File: config.mk
export PLATFORM = sky130hd
export DESIGN_NAME = led_scroll_ctrl
export DESIGN_NICKNAME = d
export VERILOG_FILES = /design/src/rtl/led_scroll_pkg.sv /design/src/rtl/seg16_font.sv /design/src/rtl/led_scroll_ctrl.sv
export SDC_FILE = /design/constraint.sdc
export NUM_CORES = 1
export LEC_CHECK = 0
export ABC_AREA = 0
export BUFFER_PORTS_ARGS = -buffer_cell sky130_fd_sc_hd__buf_2
export CAP_MARGIN = 40
export CORE_MARGIN = 2
export CORE_UTILIZATION = 30
export CTS_CLUSTER_DIAMETER = 50
export CTS_CLUSTER_SIZE = 24
export DETAILED_ROUTE_END_ITERATION = 8
export PLACE_DENSITY = 0.44
export SLEW_MARGIN = 0
export SYNTH_ARGS = -nofsm -noshare
export SYNTH_HDL_FRONTEND = slang
export SYNTH_SLANG_ARGS = --single-unit
File: constraint.sdc
create_clock -name clk -period 5.7 [get_ports clk]
set_input_delay 0 -clock clk [delete_from_list [all_inputs] [get_ports clk]]
set_output_delay 0 -clock clk [all_outputs]
set_load 0.02 [all_outputs]
File: src/rtl/led_scroll_pkg.sv
// Shared types and constants for the 16-segment scroll sequencer.
// Optional hold feature in led_scroll_ctrl is enabled by LED_SCROLL_HOLD_EN.
package led_scroll_pkg;

    localparam int CHAR_W_DEF   = 6;
    localparam int DRAIN_SHIFTS = 4;
    localparam logic [15:0] BLANK_GLYPH = 16'hFFFF;

    typedef enum logic [1:0] {
        IDLE  = 2'd0,
        RUN   = 2'd1,
        DRAIN = 2'd2
    } state_t;

    // Character codes: 0 is blank, 1..26 map to A..Z, everything else is blank.
    localparam logic [CHAR_W_DEF-1:0] CH_BLANK = 6'd0;
    localparam logic [CHAR_W_DEF-1:0] CH_A = 6'd1;
    localparam logic [CHAR_W_DEF-1:0] CH_B = 6'd2;
    localparam logic [CHAR_W_DEF-1:0] CH_C = 6'd3;
    localparam logic [CHAR_W_DEF-1:0] CH_D = 6'd4;
    localparam logic [CHAR_W_DEF-1:0] CH_E = 6'd5;
    localparam logic [CHAR_W_DEF-1:0] CH_F = 6'd6;
    localparam logic [CHAR_W_DEF-1:0] CH_G = 6'd7;
    localparam logic [CHAR_W_DEF-1:0] CH_H = 6'd8;
    localparam logic [CHAR_W_DEF-1:0] CH_I = 6'd9;
    localparam logic [CHAR_W_DEF-1:0] CH_J = 6'd10;
    localparam logic [CHAR_W_DEF-1:0] CH_K = 6'd11;
    localparam logic [CHAR_W_DEF-1:0] CH_L = 6'd12;
    localparam logic [CHAR_W_DEF-1:0] CH_M = 6'd13;
    localparam logic [CHAR_W_DEF-1:0] CH_N = 6'd14;
    localparam logic [CHAR_W_DEF-1:0] CH_O = 6'd15;
    localparam logic [CHAR_W_DEF-1:0] CH_P = 6'd16;
    localparam logic [CHAR_W_DEF-1:0] CH_Q = 6'd17;
    localparam logic [CHAR_W_DEF-1:0] CH_R = 6'd18;
    localparam logic [CHAR_W_DEF-1:0] CH_S = 6'd19;
    localparam logic [CHAR_W_DEF-1:0] CH_T = 6'd20;
    localparam logic [CHAR_W_DEF-1:0] CH_U = 6'd21;
    localparam logic [CHAR_W_DEF-1:0] CH_V = 6'd22;
    localparam logic [CHAR_W_DEF-1:0] CH_W = 6'd23;
    localparam logic [CHAR_W_DEF-1:0] CH_X = 6'd24;
    localparam logic [CHAR_W_DEF-1:0] CH_Y = 6'd25;
    localparam logic [CHAR_W_DEF-1:0] CH_Z = 6'd26;

endpackage

File: src/rtl/seg16_font.sv
// Combinational character-code to active-low 16-segment glyph lookup.
// Bit order: a1 a2 b c d2 d1 e f g1 g2 h i j k l m (bit 15 down to bit 0).
module seg16_font
    import led_scroll_pkg::*;
#(
    parameter int CHAR_W = CHAR_W_DEF
) (
    input  logic [CHAR_W-1:0] code,
    output logic [15:0]       glyph
);

    always_comb begin
        glyph = BLANK_GLYPH;
        case (code)
            CHAR_W'(CH_A): glyph = 16'h0C3F;
            CHAR_W'(CH_B): glyph = 16'h03AD;
            CHAR_W'(CH_C): glyph = 16'h30FF;
            CHAR_W'(CH_D): glyph = 16'h03ED;
            CHAR_W'(CH_E): glyph = 16'h307F;
            CHAR_W'(CH_F): glyph = 16'h3C7F;
            CHAR_W'(CH_G): glyph = 16'h20BF;
            CHAR_W'(CH_H): glyph = 16'hCC3F;
            CHAR_W'(CH_I): glyph = 16'h33ED;
            CHAR_W'(CH_J): glyph = 16'hC1FF;
            CHAR_W'(CH_K): glyph = 16'hFC76;
            CHAR_W'(CH_L): glyph = 16'hF0FF;
            CHAR_W'(CH_M): glyph = 16'hCCD7;
            CHAR_W'(CH_N): glyph = 16'hCCDE;
            CHAR_W'(CH_O): glyph = 16'h00FF;
            CHAR_W'(CH_P): glyph = 16'h1C3F;
            CHAR_W'(CH_Q): glyph = 16'h00FE;
            CHAR_W'(CH_R): glyph = 16'h1C3E;
            CHAR_W'(CH_S): glyph = 16'h223F;
            CHAR_W'(CH_T): glyph = 16'h3FED;
            CHAR_W'(CH_U): glyph = 16'hC0FF;
            CHAR_W'(CH_V): glyph = 16'hFCF3;
            CHAR_W'(CH_W): glyph = 16'hCCFA;
            CHAR_W'(CH_X): glyph = 16'hFFD2;
            CHAR_W'(CH_Y): glyph = 16'hFFD5;
            CHAR_W'(CH_Z): glyph = 16'h33F3;
            default:       glyph = BLANK_GLYPH;
        endcase
    end

endmodule

File: src/rtl/led_scroll_ctrl.sv
// Four-digit 16-segment scroll sequencer: loops a host-written message right-to-left
// at a prescaled rate, then drains to blank on stop. LED_SCROLL_HOLD_EN adds a hold input.
module led_scroll_ctrl
    import led_scroll_pkg::*;
#(
    parameter int PRESCALE_W = 22,
    parameter int MSG_DEPTH  = 32,
    parameter int CHAR_W     = CHAR_W_DEF
) (
    input  logic                         clk,
    input  logic                         rst,
`ifdef LED_SCROLL_HOLD_EN
    input  logic                         hold,
`endif
    input  logic                         msg_we,
    input  logic [$clog2(MSG_DEPTH)-1:0] msg_addr,
    input  logic [CHAR_W-1:0]            msg_char,
    input  logic [$clog2(MSG_DEPTH):0]   msg_len,
    input  logic                         start,
    input  logic                         stop,
    output logic                         busy,
    output logic                         wrap,
    output logic [15:0]                  LEDa,
    output logic [15:0]                  LEDb,
    output logic [15:0]                  LEDc,
    output logic [15:0]                  LEDd
);

    localparam int AW = $clog2(MSG_DEPTH);
    localparam int LW = AW + 1;

    state_t                state_reg, state_next;
    logic [PRESCALE_W-1:0] presc_reg, presc_next;
    logic [AW-1:0]         idx_reg, idx_next;
    logic [LW-1:0]         len_reg, len_next;
    logic [2:0]            drain_reg, drain_next;
    logic                  busy_reg, busy_next;
    logic                  wrap_reg, wrap_next;
    logic [15:0]           digit_reg [4];
    logic [15:0]           digit_next [4];

    logic                  hold_w;
    logic                  tick;
    logic                  start_ok;
    logic                  shift_en;
    logic [15:0]           shift_glyph;
    logic [15:0]           msg_glyph;
    logic [CHAR_W-1:0]     msg_mem [MSG_DEPTH];

`ifdef LED_SCROLL_HOLD_EN
    assign hold_w = hold;
`else
    assign hold_w = 1'b0;
`endif

    // Unreset message store; a same-edge write is seen by the next read, not this one.
    always_ff @(posedge clk) begin
        if (msg_we) begin
            msg_mem[msg_addr] <= msg_char;
        end
    end

    seg16_font #(
        .CHAR_W (CHAR_W)
    ) u_font (
        .code  (msg_mem[idx_reg]),
        .glyph (msg_glyph)
    );

    assign tick     = (state_reg != IDLE) && (presc_reg == '1) && !hold_w;
    assign start_ok = start && !stop && (msg_len != '0);

    always_ff @(posedge clk or posedge rst) begin
        if (rst) begin
            state_reg <= IDLE;
        end else begin
            state_reg <= state_next;
        end
    end

    always_comb begin
        state_next = state_reg;
        case (state_reg)
            IDLE:    if (start_ok) state_next = RUN;
            RUN:     if (stop) state_next = DRAIN;
            DRAIN:   if (tick && (drain_reg == 3'd1)) state_next = IDLE;
            default: state_next = IDLE;
        endcase
    end

    always_comb begin
        presc_next  = presc_reg;
        idx_next    = idx_reg;
        len_next    = len_reg;
        drain_next  = drain_reg;
        wrap_next   = 1'b0;
        shift_en    = 1'b0;
        shift_glyph = BLANK_GLYPH;
        case (state_reg)
            IDLE: begin
                presc_next = '0;
                if (start_ok) begin
                    len_next = msg_len;
                    idx_next = '0;
                end
            end
            RUN: begin
                if (!hold_w) presc_next = presc_reg + PRESCALE_W'(1);
                if (tick) begin
                    shift_en    = 1'b1;
                    shift_glyph = msg_glyph;
                    if ({1'b0, idx_reg} == len_reg - LW'(1)) begin
                        idx_next  = '0;
                        wrap_next = 1'b1;
                    end else begin
                        idx_next = idx_reg + AW'(1);
                    end
                end
                if (stop) drain_next = 3'(DRAIN_SHIFTS);
            end
            DRAIN: begin
                if (!hold_w) presc_next = presc_reg + PRESCALE_W'(1);
                if (tick) begin
                    shift_en   = 1'b1;
                    drain_next = drain_reg - 3'd1;
                end
            end
            default: presc_next = '0;
        endcase
    end

    assign busy_next = (state_next != IDLE);

    // Digit chain: LEDa (index 0) is leftmost, new glyphs enter at LEDd (index 3).
    genvar gi;
    generate
        for (gi = 0; gi < 3; gi++) begin : g_shift
            assign digit_next[gi] = shift_en ? digit_reg[gi+1] : digit_reg[gi];
        end
    endgenerate
    assign digit_next[3] = shift_en ? shift_glyph : digit_reg[3];

    always_ff @(posedge clk or posedge rst) begin
        if (rst) begin
            presc_reg <= '0;
            idx_reg   <= '0;
            len_reg   <= '0;
            drain_reg <= '0;
            busy_reg  <= 1'b0;
            wrap_reg  <= 1'b0;
            for (int i = 0; i < 4; i++) begin
                digit_reg[i] <= BLANK_GLYPH;
            end
        end else begin
            presc_reg <= presc_next;
            idx_reg   <= idx_next;
            len_reg   <= len_next;
            drain_reg <= drain_next;
            busy_reg  <= busy_next;
            wrap_reg  <= wrap_next;
            for (int i = 0; i < 4; i++) begin
                digit_reg[i] <= digit_next[i];
            end
        end
    end

    assign busy = busy_reg;
    assign wrap = wrap_reg;
    assign LEDa = digit_reg[0];
    assign LEDb = digit_reg[1];
    assign LEDc = digit_reg[2];
    assign LEDd = digit_reg[3];

endmodule

==> metrics, run 1 <==
required time of the critical path=6.14 ns; Fin. Hold Viols=0; Syn. warnings=0; Post-CTS Hold Buffers=12; vias in the first global route=~7,500; Worst EP arrival=roughly 4.2 ns; Synth Flop Type=edfxtp_1; EDFF count, synth=approximately 190; Starting DRT DRC Count=between 600 and 700; syn nets=945; met2 wire len=14.1 mm; Reg area=8240 µm²; crit path capture type=register; Pwr Total=5.41 mW; Fin Setup TNS=0 ns; die width=209 µm; Design Area, Final=14,900 µm²; ANT cells=0; TritonCTS clock tree=built; DRT antenna net count=0; CTS sink count=288; Total GRT Usage=0.137; drt wl/cell=18.9 µm; largest net degree at the start of global routing=61; Power per Cell Area=363 nW/µm²; switching power=approximately 1.4 mW; Clk pin slew, worst setup/hold paths=roughly 0.070 ns; Comb power frac=0.117; multi-input logic area=4020 µm²; first-pass GRT wire length=between 40 and 50 mm; Hold WS=around 0.0080 ns; leakage=about 5.6 nW; fin. max-slew vios=0; initial antenna violation count=0; setup slack at placement=1.86 ns; WL final=29.7 mm; PortBufs=between 80 and 90; post-placement cell count=1,497; Clock Skews=roughly 0.032 ns; most common cell after layout, fill and taps aside=edfxtp_1; DIE AREA=43,700 µm²; post-synthesis cell type count=66; RSZ-0062 raised after global routing=false; fin nets=1,048; placed cell areas=13,500 µm²; cell internal pwr=4.06 mW; M1 WL=approximately 14 mm; # IOs=88; delay of the slowest critical-path stage=about 0.9 ns; top layer in use=met4; sequential power share=0.435; Least-Margin Pin Slew=0.829 ns; #FFs+latches synth=288; Tmin final=3.79 ns; Rel. slew slack=0.446; period utilization=0.665; FMAX=roughly 260 MHz; GR Overflow Total=0; Mapped Area=about 13,000 µm²; Startpoint Class=register; Clock Tree Root=clkbuf_16; starting density of the core=0.302; final RePlAce weighted congestion=between 0.8 and 0.9; Post-CTS Setup Bufs=0; fraction of registers with async set or reset after synthesis=0.333; P&R area growth vs syn=18.5%; critical path class=reg2reg; clock tree buffer depth=3; Crit Path Max Fanout=40; peak supply drop=0.148 mV; status=finished, final reports clean; Vias=7,449; Synth Instances=906; part of the power in the clock network=0.448; switch share=0.251; core region area=41,800 µm²; Final Core Density=0.358; # fillers=4,038; Final WS setup=1.91 ns; cell breakdown of the critical path=mux4_2 -> mux4_2 -> nand2_1 -> nand2_2 -> inv_1 -> ha_1 -> mux2_2 -> a22o_1 -> o21a_1 -> a21oi_1; most frequent cells in the layout=edfxtp_1 (192), nand2_1 (168), buf_2 (88); worst min-delay path class=in2reg; DRC viols=0; max-cap violation count=0; Seq/Total Area, Yosys=0.653; drt pass-1 iters=6; DP HPWL=18.9 mm; slowest stage cell, crit path=dfrtp_4; H-tree depth=2; Non-Filler Instances=1,575; Largest register FFs=192; drt via density=4.73; fraction of layout cells with a size suffix above 1=0.254; Worst-Skew Late Latency=0.54 ns; CTS buffer count=37; average size of a mapped cell=13.9 µm²; Finish-stage setup viols=0; Crit path top cell by count=mux4_2; Die Y=209 µm; row count=75; met3 WL post-DR=1.19 mm; post-cts resize count=0
==> cell usage after synthesis, types with 10 or more instances <==
| master | instances | area (µm²) |
|---|---|---|
| dfrtp_1 | 40 | 1000 |
| ha_1 | 17 | 213 |
| mux2i_1 | 35 | 350 |
| xnor2_1 | 15 | 131 |
| xor2_1 | 11 | 96.3 |
| buf_4 | 11 | 82.6 |
| clkbuf_1 | 17 | 63.8 |
| mux4_1 | 16 | 420 |
| inv_1 | 18 | 67.6 |
| nand3_1 | 15 | 75.1 |
| a21oi_1 | 22 | 110 |
| mux4_2 | 24 | 541 |
| edfxtp_1 | 192 | 5770 |
| mux2_2 | 10 | 113 |
| o21ai_0 | 22 | 110 |
| and2_1 | 19 | 119 |
| nand2_1 | 168 | 631 |
| a22oi_1 | 14 | 105 |
| nor2_1 | 64 | 240 |
| dfstp_2 | 56 | 1470 |
==> critical path, delay by kind of cell, from the launching register on <==
| kind | cells | cell delay, ns |
|---|---|---|
| simple gates | 2 | 0.26 |
| compound gates | 3 | 0.53 |
| mux | 3 | 1.43 |
| buf+inv | 1 | 0.17 |
| flops | 1 | 0.90 |
| fa+ha+maj | 1 | 0.36 |
==> power groups by stage <==
| stage | Combinational [mW] | Clock (mW) | Sequential, mW |
|---|---|---|---|
| 2_1_floorplan | 0.452 | 0 | 2.38 |
| 6_report | 0.634 | 2.43 | 2.35 |
| 3_3_place_gp | 0.614 | 0 | 2.41 |
| 5_1_grt | 0.710 | 2.58 | 2.36 |
| 4_1_cts | 0.646 | 2.50 | 2.36 |
| 3_5_place_dp | 0.633 | 0 | 2.40 |
==> metal layers <==
| metal | global-route usage | up-vias |
|---|---|---|
| met5 | 0 | - |
| met4 | 0.0399 | 0 |
| met2 | 0.220 | 147 |
| li1 | - | 3540 |
| met3 | 0.0246 | 36 |
| met1 | 0.191 | 3726 |
==> layout make-up <==
cell class	instances	area share
clock buffers	46	0.0699
clock inverters	20	0.0164
inverters	20	0.00519
multi-input cells	554	0.269
flip-flops and latches	288	0.552
well taps	539	0.0452
repair buffers	108	0.0424
==> kinds of logic (layout without fill, tap and decap cells) <==
group | Yosys count | after routing | synth area share
adders and majority gates | 17 | 17 | 0.0169
and+or+nand+nor | 325 | 325 | 0.116
xor gates and xnor gates | 26 | 26 | 0.0181
muxes | 87 | 87 | 0.116
buffers and inverters | 64 | 194 | 0.0283
AOI/OAI and AO/OA | 99 | 99 | 0.0518
DFF | 288 | 288 | 0.653
==> path summary, 6_finish.rpt <==
kind | start | endpoint | slack, ns | cells past startpoint
worst min register to register | LEDa[1]$_DFFE_PP1P_ | LEDa[1]$_DFFE_PP1P_ | 0.45 | 2
min in group asynchronous | rst | presc_reg[4]$_DFF_PP0_ | 0.06 | 3
max in group asynchronous | rst | idx_reg[0]$_DFFE_PP0P_ | 4.41 | 4
worst min-delay path | msg_char[4] | msg_mem[0][4]$_DFFE_PP_ | 0.008 | 1
worst max-delay path | idx_reg[0]$_DFFE_PP0P_ | LEDd[0]$_DFFE_PP1P_ | 1.91 | 10
worst max register to register | idx_reg[0]$_DFFE_PP0P_ | LEDd[0]$_DFFE_PP1P_ | 1.91 | 10
Power figures use the tool's default switching activity.
==> run 2: changes to the inputs <==
==> constraint.sdc (replaced) <==
create_clock -name clk -period 3.9 [get_ports clk]
set_input_delay 0 -clock clk [delete_from_list [all_inputs] [get_ports clk]]
set_output_delay 0 -clock clk [all_outputs]
set_load 0.02 [all_outputs]
==> metrics, run 2 (synthesized netlist as in run 1, its figures left out) <==
Worst EP arrival=just under 4 ns; Die Y=209 µm; core region area=41,800 µm²; Comb power frac=0.116; Reg2Reg Depth=10; period utilization=0.901; GR Overflow Total=0; Power per Cell Area=527 nW/µm²; first-pass GRT wire length=46.6 mm; crit path capture type=register; most common cell after layout, fill and taps aside=edfxtp_1; CTS sink count=288; leakage=5.69 nW; RR Startpoint=idx_reg[0]$_DFFE_PP0P_; fraction of layout cells with a size suffix above 1=0.261; required time of the critical path=4.36 ns; Finish-stage setup viols=0; Reg2Reg Setup Slack=between 0.3 and 0.4 ns; drt via density=between 4 and 5; part of the power in the clock network=0.447; # IOs=between 80 and 90; most frequent cells in the layout=edfxtp_1 (192), nand2_1 (168), buf_2 (87); critical path class=reg2reg; met2 Resource Use GR=0.228; Fin. Hold Viols=0; M3 GR Usage=0.0260; Final Core Density=0.360; P&R area growth vs syn=19.1%; worst min-delay path class=in2reg; Vias=7,466; Starting DRT DRC Count=735; PortBufs=87; switch share=0.254; Final WS setup=roughly 0.39 ns; Crit. Startpoint=idx_reg[0]$_DFFE_PP0P_; Tmin final=3.51 ns; CTS buffer count=37; WL final=30.2 mm; vias in the first global route=around 7,600; r2r endpoint=LEDd[6]$_DFFE_PP1P_; Reg area=8240 µm²; DRC viols=0; post-cts resize count=0; fin nets=1,060; Fin Setup TNS=0 ns; GR Layer Usage met1=0.189; sequential power share=0.437; status=finished, final reports clean; ANT cells=0; Rel. slew slack=0.495; Largest register FFs=192; DRT antenna net count=0; cell internal pwr=5.90 mW; drt wl/cell=around 19 µm; Non-Filler Instances=1,589; Clock Skews=around 0.03 ns; Total GRT Usage=0.139; RSZ-0062 raised after global routing=false; H-tree depth=2; row count=75; final RePlAce weighted congestion=0.819; Design Area, Final=15,000 µm²; Least-Margin Pin Slew=0.757 ns; Crit Path Max Fanout=25; DP HPWL=19.7 mm; die width=209 µm; Hold Path Depth=1; TritonCTS clock tree=built; multi-input logic area=approximately 4000 µm²; placed cell areas=13,600 µm²; peak supply drop=about 0.24 mV; # fillers=4,009; GRT Max-Usage Layer=met2; FMAX=285 MHz; max-cap violation count=0; DIE AREA=43,700 µm²; clock tree buffer depth=3; largest net degree at the start of global routing=60; Startpoint Class=register; switching power=2.01 mW; post-placement cell count=roughly 1,500; Critical path destination=LEDd[6]$_DFFE_PP1P_; fin. max-slew vios=0; Clock Tree Root=clkbuf_16; starting density of the core=0.302; initial antenna violation count=0; drt pass-1 iters=5; Worst-Skew Late Latency=0.54 ns; setup slack at placement=0.423 ns; Clk pin slew, worst setup/hold paths=around 0.070 ns
==> run 2: cell type report <==
type	count	share of cell area
timing repair buffer	120	0.0472
multi-input combinational	554	0.268
inverter	20	0.00516
clock buffer	50	0.0705
sequential	288	0.549
tap	539	0.0449
clock inverter	18	0.0158
==> run 2: worst min path at each step <==
| stage | start | end | slack, ns |
|---|---|---|---|
| final | msg_char[3] | msg_mem[5][3]$_DFFE_PP_ | 0.03 |
| after global routing | msg_char[3] | msg_mem[5][3]$_DFFE_PP_ | 0.04 |
| after CTS | start | state_reg[0]$_DFF_PP0_ | 0.003 |
| after detailed placement | rst | presc_reg[5]$_DFF_PP0_ | 0.20 |
| after global placement | rst | presc_reg[5]$_DFF_PP0_ | 0.20 |
| after floorplan | msg_char[0] | msg_mem[0][0]$_DFFE_PP_ | 0.1 |
==> run 2: metal layers <==
metal,vias up,wire length [µm],share of wire
met5,-,0,0
met4,0,634,0.021
met3,49,1180,0.039
met2,153,14600,0.48
met1,3710,13800,0.46
li1,3554,-,-
==> run 2: power by group through the flow <==
stage	Sequential (mW)	Clock (mW)	Combinational [mW]
after floorplan	3.47	0	0.660
after global placement	3.52	0	0.921
after detailed placement	3.52	0	0.916
after CTS	3.46	3.65	0.930
after global routing	3.47	3.78	1.03
final	3.46	3.54	0.919
==> run 2: per-stage QoR <==
step	power (mW)	hold WS (ns)
floorplan	4.13	0.0989
global placement	4.44	0.204
detailed placement	4.43	0.201
CTS	8.04	0.00308
global route	8.27	0.0388
finish	7.92	0.0310
==> run 2: critical path: stages (launching register included) <==
cell and delay [ns]:
dfrtp_4 0.71, mux4_2 0.57, mux4_2 0.51, nand2_1 0.11, nand2_2 0.15, inv_1 0.16
ha_1 0.34, mux2_2 0.31, a22o_1 0.24, a21oi_1 0.16, o22a_1 0.15
==> run 2: timing repair <==
| action | in CTS | in global routing |
|---|---|---|
| endpoints found under the hold margin | 84 | 0 |
| hold buffers | 10 | 0 |
| buffers inserted | 0 | 0 |
